--- src/rtl/mac_bist_ctrl.sv ---
// BIST initiator for the mac_test datapath: drives LFSR operand vectors, compacts
// the returned results into a 16-bit MISR and compares against a golden signature.
module mac_bist_ctrl #(
    parameter int unsigned RESULT_LATENCY = 2,
    parameter logic [15:0] LFSR_SEED      = 16'hACE1
) (
    input  logic        clk,
    input  logic        rst_n,
    input  logic        start,
    input  logic [7:0]  vec_count,
    input  logic [15:0] expected_sig,
    input  logic [7:0]  mac_res_lo,
    input  logic [7:0]  mac_res_hi,
    output logic        mac_sel,
    output logic [7:0]  mac_a,
    output logic [7:0]  mac_b,
    output logic        busy,
    output logic        done,
    output logic        pass,
    output logic [15:0] signature
);

    typedef enum logic [1:0] {S_IDLE, S_DRIVE, S_DRAIN, S_COMPARE} state_t;
    typedef logic [RESULT_LATENCY-1:0] vld_t;

    localparam logic [2:0] DRAIN_LAST = 3'(RESULT_LATENCY - 1);

    function automatic logic [15:0] step16(input logic [15:0] l);
        return {l[14:0], l[15] ^ l[13] ^ l[12] ^ l[10]};
    endfunction

    state_t      state_q, state_d;
    logic [15:0] lfsr_q, lfsr_d;
    logic [15:0] misr_q, misr_d;
    logic [7:0]  vcnt_q, vcnt_d;
    logic [2:0]  dcnt_q, dcnt_d;
    logic [15:0] exp_q, exp_d;
    vld_t        vld_q, vld_d;
    logic        mac_sel_q, mac_sel_d;
    logic [7:0]  mac_a_q, mac_a_d;
    logic [7:0]  mac_b_q, mac_b_d;
    logic        busy_q, busy_d;
    logic        done_q, done_d;
    logic        pass_q, pass_d;
    logic [15:0] sig_q, sig_d;

    always_comb begin
        state_d   = state_q;
        lfsr_d    = lfsr_q;
        misr_d    = misr_q;
        vcnt_d    = vcnt_q;
        dcnt_d    = dcnt_q;
        exp_d     = exp_q;
        mac_sel_d = mac_sel_q;
        mac_a_d   = mac_a_q;
        mac_b_d   = mac_b_q;
        busy_d    = busy_q;
        done_d    = 1'b0;
        pass_d    = pass_q;
        sig_d     = sig_q;

        // The valid pipe tracks the driven vector; its tail marks the edge its result is sampled.
        vld_d = (vld_q << 1) | vld_t'(mac_sel_q);
        if (vld_q[RESULT_LATENCY-1]) begin
            misr_d = step16(misr_q) ^ {mac_res_hi, mac_res_lo};
        end

        case (state_q)
            S_IDLE: begin
                if (start) begin
                    exp_d  = expected_sig;
                    misr_d = '0;
                    pass_d = 1'b0;
                    sig_d  = '0;
                    busy_d = 1'b1;
                    if (vec_count != 8'd0) begin
                        state_d   = S_DRIVE;
                        mac_sel_d = 1'b1;
                        mac_a_d   = LFSR_SEED[7:0];
                        mac_b_d   = LFSR_SEED[15:8];
                        lfsr_d    = step16(LFSR_SEED);
                        vcnt_d    = vec_count - 8'd1;
                    end else begin
                        state_d = S_COMPARE;
                        lfsr_d  = LFSR_SEED;
                    end
                end
            end
            S_DRIVE: begin
                if (vcnt_q != 8'd0) begin
                    mac_a_d = lfsr_q[7:0];
                    mac_b_d = lfsr_q[15:8];
                    lfsr_d  = step16(lfsr_q);
                    vcnt_d  = vcnt_q - 8'd1;
                end else begin
                    state_d   = S_DRAIN;
                    mac_sel_d = 1'b0;
                    mac_a_d   = '0;
                    mac_b_d   = '0;
                    dcnt_d    = DRAIN_LAST;
                end
            end
            S_DRAIN: begin
                if (dcnt_q == 3'd0) begin
                    state_d = S_COMPARE;
                end else begin
                    dcnt_d = dcnt_q - 3'd1;
                end
            end
            S_COMPARE: begin
                sig_d   = misr_q;
                pass_d  = (misr_q == exp_q);
                done_d  = 1'b1;
                busy_d  = 1'b0;
                state_d = S_IDLE;
            end
            default: state_d = S_IDLE;
        endcase
    end

    always_ff @(posedge clk or negedge rst_n) begin
        if (!rst_n) begin
            state_q   <= S_IDLE;
            lfsr_q    <= LFSR_SEED;
            misr_q    <= '0;
            vcnt_q    <= '0;
            dcnt_q    <= '0;
            exp_q     <= '0;
            vld_q     <= '0;
            mac_sel_q <= 1'b0;
            mac_a_q   <= '0;
            mac_b_q   <= '0;
            busy_q    <= 1'b0;
            done_q    <= 1'b0;
            pass_q    <= 1'b0;
            sig_q     <= '0;
        end else begin
            state_q   <= state_d;
            lfsr_q    <= lfsr_d;
            misr_q    <= misr_d;
            vcnt_q    <= vcnt_d;
            dcnt_q    <= dcnt_d;
            exp_q     <= exp_d;
            vld_q     <= vld_d;
            mac_sel_q <= mac_sel_d;
            mac_a_q   <= mac_a_d;
            mac_b_q   <= mac_b_d;
            busy_q    <= busy_d;
            done_q    <= done_d;
            pass_q    <= pass_d;
            sig_q     <= sig_d;
        end
    end

    assign mac_sel   = mac_sel_q;
    assign mac_a     = mac_a_q;
    assign mac_b     = mac_b_q;
    assign busy      = busy_q;
    assign done      = done_q;
    assign pass      = pass_q;
    assign signature = sig_q;

endmodule
--- config.mk ---
export PLATFORM = sky130hd
export DESIGN_NAME = mac_bist_ctrl
export DESIGN_NICKNAME = d
export VERILOG_FILES = /design/src/rtl/mac_bist_ctrl.sv
export SDC_FILE = /design/constraint.sdc
export NUM_CORES = 1
export LEC_CHECK = 0
export CAP_MARGIN = 20
export CORE_AREA = 10 10 149 151
export DETAILED_ROUTE_END_ITERATION = 12
export DIE_AREA = 0 0 159 161
export PLACE_DENSITY = 0.53
export RECOVER_POWER = 50
export SYNTH_ARGS = -nofsm -noshare
export SYNTH_HDL_FRONTEND = slang
export SYNTH_SLANG_ARGS = --single-unit
--- constraint.sdc ---
create_clock -name clk -period 3.7 [get_ports clk]
set_clock_uncertainty 0.1 [all_clocks]
set_input_delay 1.11 -clock clk [delete_from_list [all_inputs] [get_ports clk]]
set_output_delay 1.11 -clock clk [all_outputs]
set_load 0.03 [all_outputs]
* Yosys cells after proc, flatten, opt, wreduce, memory -nomap -nowiden *
Cells that the tools add are included.

word-level totals
  memory bits (read-only) = 0
  register bits after elaboration = 99
  RAM bits = 0
  latch bits = 0
  memories = 0

operators by class
  bitwise gates (word level) = 8
  $lt $le $gt $ge = 0
  shifts and indexed selects = 0
  multiply operators = 0
  divide/modulo/power cells = 0
  add/sub/neg operators = 3
  equal/unequal tests = 10
  mux-type cells = 38
  reduce and logical (&&, ||, !) cells = 15

operators with widths
  kind                 count
  $mux 16              7
  $mux 8               9
  $pmux 16 s2          2
  $pmux 8 s2           3
  $eq 16x16->1         1
  $reduce_bool 8->1    2
  $sub 8x1->8 const B  2
  $xor 16x16->16       1
  $ne 2x2->1 const B   6
  $reduce_and 3->1     4
  $mux 2               4
  $pmux 2 s4           1
  $reduce_and 4->1     2
  $mux 1               6
  $mux 3               2
  $pmux 1 s2           3
  $pmux 3 s2           1
  $reduce_bool 2->1    3
  $xor 1x1->1          6
  $eq 2x2->1 const B   2
  $reduce_and 2->1     2
  $logic_not 3->1      1
  $sub 3x1->3 const B  1
  $eq 2x1->1 const B   1
  2 further kinds      2

* Depth between registers and ports, before layout *
Gate-level depths: netlist of run 1.

  word-level depth = 7
  depth in mapped cells = 11
  depth with buffers taken out = 8

* Worst setup path after synthesis of run 1 *
OpenSTA, ideal clock, no wires.

  path kind = reg-to-reg
  from = register state_q[1]
  to = register vcnt_q[6]
  path slack = 265 ps
  cell stages (with the launch flop) = 12
  data arrival time = 3248 ps
  clock period less this slack = 3435 ps
  data required time = 3513 ps
  cells stage by stage = dfrtp_1 inv_1 ha_1 clkbuf_1 clkbuf_1 clkbuf_1 mux2i_1 ha_1 or3b_2 o2bb2ai_1 mux2_2 o211ai_1

between the ends
  cells in the longest elaborated chain, start to end = 3

RTL lines
  what                                                       RTL line  source
  start, declared                                            32        state_t state_q, state_d;
  start signal, assigned                                     138       state_q <= state_d;
  $eq 2x1->1 or $logic_not 2->1 (tied branches)              68        case (state_q)
  $ne 2x2->1 (no line) or $reduce_bool 2->1 (tied branches)  -
  $reduce_and 4->1 (no line)                                 -
  end signal, assigned                                       141       vcnt_q <= vcnt_d;
  end, declared                                              35        logic [7:0] vcnt_q, vcnt_d;

Several ways; a longest one is shown, not always the timed one.
A chain may end at the register's enable or synchronous reset.

* Worst setup path after layout of run 1 *
  from = input port vec_count[2]
  to = register lfsr_q[14]

between the ends
  cells in the longest elaborated chain, start to end = 4

RTL lines
  what                  RTL line  source
  start, declared       10        input logic [7:0] vec_count,
  $reduce_bool 8->1     76        if (vec_count != 8'd0) begin
  $mux 16               76
  $mux 16               70        if (start) begin
  $pmux 16 s2           68
  end signal, assigned  139       lfsr_q <= lfsr_d;
  end, declared         33        logic [15:0] lfsr_q, lfsr_d;

No other way between the ends. The select of a mux whose other input is x is not followed.

==> results of run 1 <==
-- worst register-to-register path: stages, from the launching register on --
cell and delay (ns):
dfrtp_1 0.41, inv_1 0.12, ha_1 0.28, clkbuf_2 0.71
nand2b_1 0.46, a21oi_2 0.63, mux2_2 0.40
-- synthesized netlist by cell type, drive strengths merged (3+ instances only) --
master / number
dfrtp: 91
nand2: 63
a22o: 39
xnor2: 35
nor2: 30
a21oi: 18
clkbuf: 18
a211oi: 16
inv: 16
mux2i: 9
dfstp: 8
ha: 8
buf: 7
mux2: 6
nand2b: 6
nor3: 6
nor4: 5
o21ai: 4
o31ai: 4
and3: 3
nand3: 3
nand4: 3
nor2b: 3
o211ai: 3
o311ai: 3
or3: 3
xor2: 3
-- how the worst max path moves through the flow --
stage,start,to,slack [ns],cells past startpoint
global route,state_q[1],vcnt_q[0],0.28,6
CTS,vec_count[2],lfsr_q[14],0.50,6
finish,vec_count[2],lfsr_q[14],0.48,6
floorplan,state_q[1],vcnt_q[6],0.27,11
global placement,vec_count[2],lfsr_q[1],0.23,6
detailed placement,vec_count[2],lfsr_q[14],0.12,6
-- cell type report --
type | count | share of cell area
Sequential cell | 99 | 0.406
Multi-Input combinational cell | 305 | 0.343
Timing Repair Buffer | 86 | 0.138
Tap cell | 265 | 0.0541
Clock buffer | 11 | 0.0396
Clock inverter | 5 | 0.00981
Inverter | 16 | 0.00981
-- sequential cells by signal (all words and copies together), names as in the netlist --
signal and flops:
vld_q 2, signature 16, dcnt_q 3, pass 1
mac_a 8, lfsr_q 16, state_q 2, busy 1
misr_q 16, exp_q 16, mac_sel 1, vcnt_q 8
mac_b 8, done 1
-- metal layers --
| layer | share of wire | track usage |
|---|---|---|
| met5 | 0 | 0 |
| met4 | 0.014 | 0.0316 |
| met3 | 0.058 | 0.0325 |
| met2 | 0.44 | 0.154 |
| met1 | 0.49 | 0.138 |
-- stage by stage --
stage / hold slack [ns] / power [mW] / cell area, µm² / utilization
floorplan: 0.231 / 3.84 / 4760 / -
global placement: 0.236 / 4.65 / 5830 / 0.303
detailed placement: 0.252 / 4.72 / 5830 / 0.303
CTS: 0.267 / 5.71 / 6130 / 0.319
global route: 0.266 / 6.06 / 6120 / 0.319
finish: 0.259 / 5.62 / 6120 / 0.319
-- report_power, final --
| group | switching [mW] | total (mW) | internal, mW |
|---|---|---|---|
| Clock | 0.417 | 0.963 | 0.547 |
| Combinational | 1.43 | 2.63 | 1.20 |
| Sequential | 0.439 | 2.03 | 1.59 |
| Total | 2.28 | 5.62 | 3.34 |
-- logic make-up after synthesis --
logic type               Yosys count  share of synthesized area
AO/OA/AOI/OAI                    106                      0.176
adder cells (fa/ha/maj)            8                     0.0210
buffers and inverters             41                     0.0360
AND/OR/NAND/NOR                  137                      0.136
flip-flops                        99                      0.523
XOR/XNOR                          39                     0.0747
multiplexers                      15                     0.0331
-- cell usage in the layout, fill, tap and decap left out, types with 4 or more instances in the layout --
| master | count |
|---|---|
| inv_1 | 16 |
| a211oi_1 | 16 |
| dfstp_2 | 8 |
| dfrtp_1 | 91 |
| a22o_1 | 39 |
| nor4_1 | 4 |
| clkdlybuf4s50_1 | 76 |
| buf_4 | 5 |
| a21oi_1 | 16 |
| ha_1 | 8 |
| xnor2_1 | 35 |
| nand2b_1 | 6 |
| mux2_2 | 6 |
| nand2_1 | 63 |
| clkbuf_16 | 9 |
| nor3_1 | 6 |
| nor2_1 | 30 |
| o21ai_0 | 4 |
| mux2i_1 | 9 |
==> flow_summary.ini, run 1 <==
[clocking]
h-tree-depth = 3
clk_root_buffer_cell = clkbuf_16
clk_pin_slew_worst_paths_ns = 0.07
ctsResizeCount = 0
cts_made_buffers = 9
cts.sinks = 99
post_cts_buffers = 0
ctsHoldBuffers = 0
cts_tree = done
clock_tree.buffer_depth = 2
clk_latency_ns = 0.35

[pwr]
irDropWorstVdd_mv = 0.433
power_leakage_nw = 2.55
p_per_area_nw_per_um2 = 918

[floorplan]
fp.dieArea_um2 = 25600
rows = 51
die_h_um = 161
core-area_um2 = 19200
die_width_um = 159
start_util = 0.248
io_pins = 79

[sta]
period_share = 0.869
setup_viol = 0
relSlewSlack = 0.203
fmax_ghz = 0.311
worst_slew_pin_slew_ns = 1.20
finalSetupTns_ns = 0
setup_ws_ns = 0.484
slew_violations = 0
layout_min_cycle_time_ns = 3.22
final-hold-violation-count = 0
rsz0062_at_grt = false

[critical_path]
required_ns = 3.83
worstPathMaxFanout = 8
cp.arrival_ns = 3.35
slowest_stage = or4_1
critPathMaxStageDelay_ns = 0.66
crit_family = simple AND/OR/NAND/NOR gates
criticalPathCategory = in -> reg
timing.rr.start = state_q[1]
r2r_cells = 6
path_buf_inv = 2
rrSetupSlack_ns = 0.49
r2r_end = vcnt_q[0]
crit_chain = clkdlybuf4s50_1 -> or4_1 -> buf_4 -> nor4_4 -> a21oi_1 -> mux2_2
startpoint_type = input pin
end_kind = register

[worst_hold_path]
worst_hold_path.endpoint = vld_q[1]
min_path_cells = 0
min-delay-start = vld_q[0]
hp-class = reg -> reg

[synth]
synthTopCellsByArea = dfrtp_1 48%, a22o_1 7.2%, xnor2_1 6.4%
synth_seq_cells = 99
synth_top_area_frac = 0.479
ys.flop_type = dfrtp_1
syn_avg_cell_area_um2 = 10.7
ys_seq_area_frac = 0.523
ys.warnings.count = 0
yosys.area.top_type = dfrtp_1
ys_async_sr_fraction = 1.00
synth_enable_flop_cells = 0
synth_cell_types = 58
synth_area_um2 = 4760
synth_nets = 496
synthCells = 445

[final_layout]
stdcell_count = 787
drive_gt1_frac = 0.0843
diodes = 0
areaGrowthSynthToFinish_pct = 28.7
fillCellCount = 1973
regArea_um2 = 2490
multi_input_area_um2 = 2100
nets = 568

[route]
antenna_left = 0
wire_per_inst_um = 16.4
wl_um = 12900
first_pass_iters = 6
route.detailed.drc = 0
viasPerCell = 4.58
drt_iter0_drc = 201
vias = 3601

[place]
dp.cells = 771
port_buffers = 78
dpl.hpwl_um = 9310
place.gp.congestion = 0.831
dpl_worst_slack_ns = 0.123

[grt]
grt_max_degree = 54
track_usage = 0.103
globalRouteOverflowTotal = 0
grt_antenna_before_repair = 0
grt_pass1_vias = 3730
grt_pass1_wl_um = 21300

[status]
outcome = complete, no violations

[flow_run]
drv_cap = 0
(Power assumes the default switching activity.)
==> run 2: changes to the inputs <==
- CTS_BUF_LIST: unset -> sky130_fd_sc_hd__clkbuf_4
==> flow_summary.ini, run 2 (synthesis gave the netlist of run 1 again) <==
[floorplan]
die_h_um = 161
io_pins = 79
start_util = 0.248
rows = 51
core-area_um2 = 19200
fp.dieArea_um2 = 25600
die_width_um = 159

[pwr]
p_clk_frac = 0.113
p_switching_mw = 2.24
combPwrFrac = 0.501
irDropWorstVdd_mv = 0.384
p_seq_frac = 0.386
p_per_area_nw_per_um2 = 881
power_leakage_nw = 2.48
switching_share = 0.427
intPower_mw = 3.01

[sta]
relSlewSlack = 0.101
fmax_ghz = 0.326
setup_viol = 0
period_share = 0.830
slew_violations = 0
finalSetupTns_ns = 0
rsz0062_at_grt = false
final-hold-violation-count = 0
layout_min_cycle_time_ns = 3.07
worst_slew_pin_slew_ns = 1.35

[place]
place.gp.congestion = 0.831
dpl.hpwl_um = 9310
port_buffers = 78

[critical_path]
path_buf_inv = 2
worstPathMaxFanout = 8
crit_chain = clkdlybuf4s50_1 -> or4_1 -> buf_4 -> nor4_4 -> a21oi_1 -> mux2_2
cp_num_cells = 6
required_ns = 3.97
crit_family = simple AND/OR/NAND/NOR gates
end_kind = register
r2r_cells = 6
cp.arrival_ns = 3.34
startpoint_type = input pin
slowest_stage = or4_1
criticalPathCategory = in -> reg
critPathMaxStageDelay_ns = 0.66

[final_layout]
mostFrequentLayoutCell = dfrtp_1
drive_gt1_frac = 0.0862
nets = 568
post-route-util = 0.310
areaGrowthSynthToFinish_pct = 25.2
layout_common_cells = 91 x dfrtp_1, 76 x clkdlybuf4s50_1, 63 x nand2_1, 39 x a22o_1, 35 x xnor2_1

[clocking]
ctsResizeCount = 0
clock_tree.buffer_depth = 2
post_cts_buffers = 0
cts_tree = done
clk_pin_slew_worst_paths_ns = 0.15
h-tree-depth = 3
cts_made_buffers = 9
clk_latency_ns = 0.47
ctsHoldBuffers = 0
cts.sinks = 99
clk_root_buffer_cell = clkbuf_4

[route]
viasPerCell = 4.55
route.detailed.drc = 0
wl_um = 12900
vias = 3584
antenna_left = 0
wire_per_inst_um = 16.4
first_pass_iters = 4
drt_iter0_drc = 189

[grt]
track_usage = 0.103
grt_antenna_before_repair = 1
grt_pass1_wl_um = 21300
grt_pass1_vias = 3713
grt_max_degree = 54
globalRouteOverflowTotal = 0

[worst_hold_path]
hp-class = reg -> reg
min_path_cells = 0

[status]
outcome = complete, no violations

[flow_run]
drv_cap = 0
## run 2: changes by cell type in the layout (fill, tap and decap cells not counted), sizes merged
cell / previous run / this run
clkbuf: 14 / 11
buf: 6 / 8
clkinv: 1 / 2
diode: 0 / 1
## run 2: cell type report
type                       count  area (µm²)
multi-input combinational    305        2100
clock buffer                  10        75.1
timing repair buffer          86         836
fill                        1985       13300
inverter                      16        60.1
sequential                    99        2490
clock inverter                 6        63.8
antenna                        1        2.50
tap                          265         332
## run 2: worst register-to-register path: stages (launching register included)
cell and delay (ns):
dfrtp_1 0.44, inv_1 0.12, ha_1 0.29, buf_4 0.45, nand2b_1 0.37, a21oi_2 0.59
mux2_2 0.40
## run 2: worst paths after layout
| path | start | to | slack [ns] |
|---|---|---|---|
| max in group asynchronous | rst_n | mac_b[1] | 1.25 |
| max | vec_count[2] | lfsr_q[14] | 0.63 |
| min reg2reg | vld_q[0] | vld_q[1] | 0.28 |
| min | vld_q[0] | vld_q[1] | 0.28 |
| min in group asynchronous | rst_n | signature[1] | 0.51 |
| max reg2reg | state_q[1] | vcnt_q[0] | 0.85 |
## run 2: through the flow
stage	cells	total power [mW]	area, µm²	hold slack, ns	setup WS, ns
global route	788	5.69	5950	0.286	0.577
detailed placement	771	4.72	5830	0.252	0.123
global placement	771	4.65	5830	0.236	0.233
floorplan	445	3.84	4760	0.231	0.265
CTS	787	5.34	5970	0.286	0.670
finish	788	5.25	5950	0.277	0.629
## run 2: routing by layer
metal  vias to the layer above  GRT usage  routed length [µm]
met2                       103      0.154                5740
met1                      1745      0.138                6300
met4                         0     0.0240                 131
li1                       1729          -                   -
met5                         -          0                   0
met3                         7     0.0361                 768
## run 2: power groups by stage
stage / sequential [mW] / combinational, mW / clock [mW]
finish: 2.03 / 2.63 / 0.592
global route: 2.11 / 2.92 / 0.667
CTS: 2.03 / 2.68 / 0.624
detailed placement: 2.05 / 2.66 / 0
global placement: 2.04 / 2.61 / 0
floorplan: 2.20 / 1.63 / 0
==> run 3: changes to the inputs <==
- clock period: 3.7 -> 3.1 ns (I/O delays scaled with it)
==> flow_summary.ini, run 3 (synthesis gave the netlist of run 1 again) <==
[status]
outcome = finished with violations
violations = capacitance limit, slew limit

[clocking]
clk_root_buffer_cell = clkbuf_4
post_cts_buffers = 0
clk_latency_ns = 0.46
clk_pin_slew_worst_paths_ns = 0.15
ctsHoldBuffers = 0
clock_tree.buffer_depth = 2
cts.sinks = 99
h-tree-depth = 3
cts_tree = done
ctsResizeCount = 0
cts_made_buffers = 9

[floorplan]
start_util = 0.248
die_h_um = 161
core-area_um2 = 19200
rows = 51
die_width_um = 159
fp.dieArea_um2 = 25600
io_pins = 79

[grt]
globalRouteOverflowTotal = 0
grt_max_degree = 48
grt_antenna_before_repair = 1
track_usage = 0.104
grt_pass1_wl_um = 21500
grt_pass1_vias = 3788

[final_layout]
drive_gt1_frac = 0.117
mostFrequentLayoutCell = dfrtp_1
layout_common_cells = 91 x dfrtp_1, 77 x clkdlybuf4s50_1, 63 x nand2_1, 39 x a22o_1, 35 x xnor2_1
areaGrowthSynthToFinish_pct = 28.0
fillCellCount = 1972
nets = 586
post-route-util = 0.317
multi_input_area_um2 = 2100
final_design_area_no_fill_um2 = 6090
regArea_um2 = 2490

[pwr]
switching_share = 0.429
p_clk_frac = 0.099
p_per_area_nw_per_um2 = 1030
p_seq_frac = 0.384
intPower_mw = 3.59
irDropWorstVdd_mv = 0.471
power_leakage_nw = 2.56
p_switching_mw = 2.70
power_mw = 6.30
combPwrFrac = 0.517

[place]
dpl-instance-area_um2 = 5980
dpl.hpwl_um = 9490
port_buffers = 78
place.gp.congestion = 0.849

[critical_path]
end_kind = register
startpoint_type = register
slowest_stage = clkbuf_2
crit_chain = inv_1 -> ha_1 -> and2_0 -> clkbuf_2 -> a21oi_1 -> buf_4 -> a22o_1
required_ns = 3.37
rrSetupSlack_ns = 0.38
r2r_end = signature[0]
worstPathMaxFanout = 35
cp.arrival_ns = 2.99
crit_start = state_q[0]
critPathMaxStageDelay_ns = 0.67
r2r_cells = 7
timing.rr.start = state_q[0]
criticalPathCategory = reg -> reg

[route]
viasPerCell = 4.55
wire_per_inst_um = 16.2
vias = 3665
antenna_left = 0
drt_iter0_drc = 274
route.detailed.drc = 0
first_pass_iters = 4
wl_um = 13100

[worst_hold_path]
worst_hold_path.endpoint = vld_q[1]
hp-class = reg -> reg
min_path_cells = 0
min-delay-start = vld_q[0]

[sta]
slew_violations = 39
setup_viol = 0
layout_min_cycle_time_ns = 2.72
final-hold-violation-count = 0
rsz0062_at_grt = false
relSlewSlack = -0.484
fmax_ghz = 0.367
period_share = 0.878
worst_slew_pin_slew_ns = 2.23

[flow_run]
drv_cap = 1
==> run 3: worst max path at each step <==
stage	slack [ns]	cells after the start	end
3_5_place_dp	-0.09	5	mac_b[1]
6_report	0.38	7	signature[0]
5_1_grt	0.18	2	misr_q[11]
3_3_place_gp	-0.03	5	vcnt_q[2]
4_1_cts	0.43	5	mac_b[1]
2_1_floorplan	0.03	11	vcnt_q[6]
==> run 3: area by class of cell <==
type,count,area share
Multi-Input combinational cell,305,0.345
Inverter,16,0.00987
Tap cell,265,0.0545
Clock buffer,10,0.0123
Timing Repair Buffer,104,0.163
Sequential cell,99,0.409
Antenna cell,1,0.000411
Clock inverter,6,0.00658
==> run 3: stage by stage <==
step                setup WS [ns]  cells  TNS (ns)  hold slack (ns)
floorplan                  0.0254    445         0            0.231
global placement          -0.0288    789   -0.0587            0.236
detailed placement        -0.0947    789     -1.16            0.236
CTS                         0.426    805         0            0.270
global route                0.181    806         0            0.276
finish                      0.378    806         0            0.267
==> run 3: power by group through the flow <==
| stage | sequential (mW) | clock (mW) | combinational, mW |
|---|---|---|---|
| floorplan | 2.63 | 0 | 1.96 |
| global placement | 2.44 | 0 | 3.22 |
| detailed placement | 2.45 | 0 | 3.28 |
| CTS | 2.42 | 0.650 | 3.30 |
| global route | 2.51 | 0.704 | 3.59 |
| finish | 2.42 | 0.621 | 3.26 |
==> run 3: layer usage <==
layer	routed length, µm	vias to the layer above	GRT usage
li1	-	1765	-
met1	6290	1778	0.137
met2	5870	105	0.160
met3	749	17	0.0348
met4	172	0	0.0274
met5	0	-	0
==> run 3: critical path: cells and delay by family, from the launching register on <==
kind,cells,cell delay [ns]
AO/OA/AOI/OAI,2,0.36
adder cells (fa/ha/maj),1,0.33
buffers and inverters,3,1.06
flip-flops,1,0.44
AND/OR/NAND/NOR,1,0.34
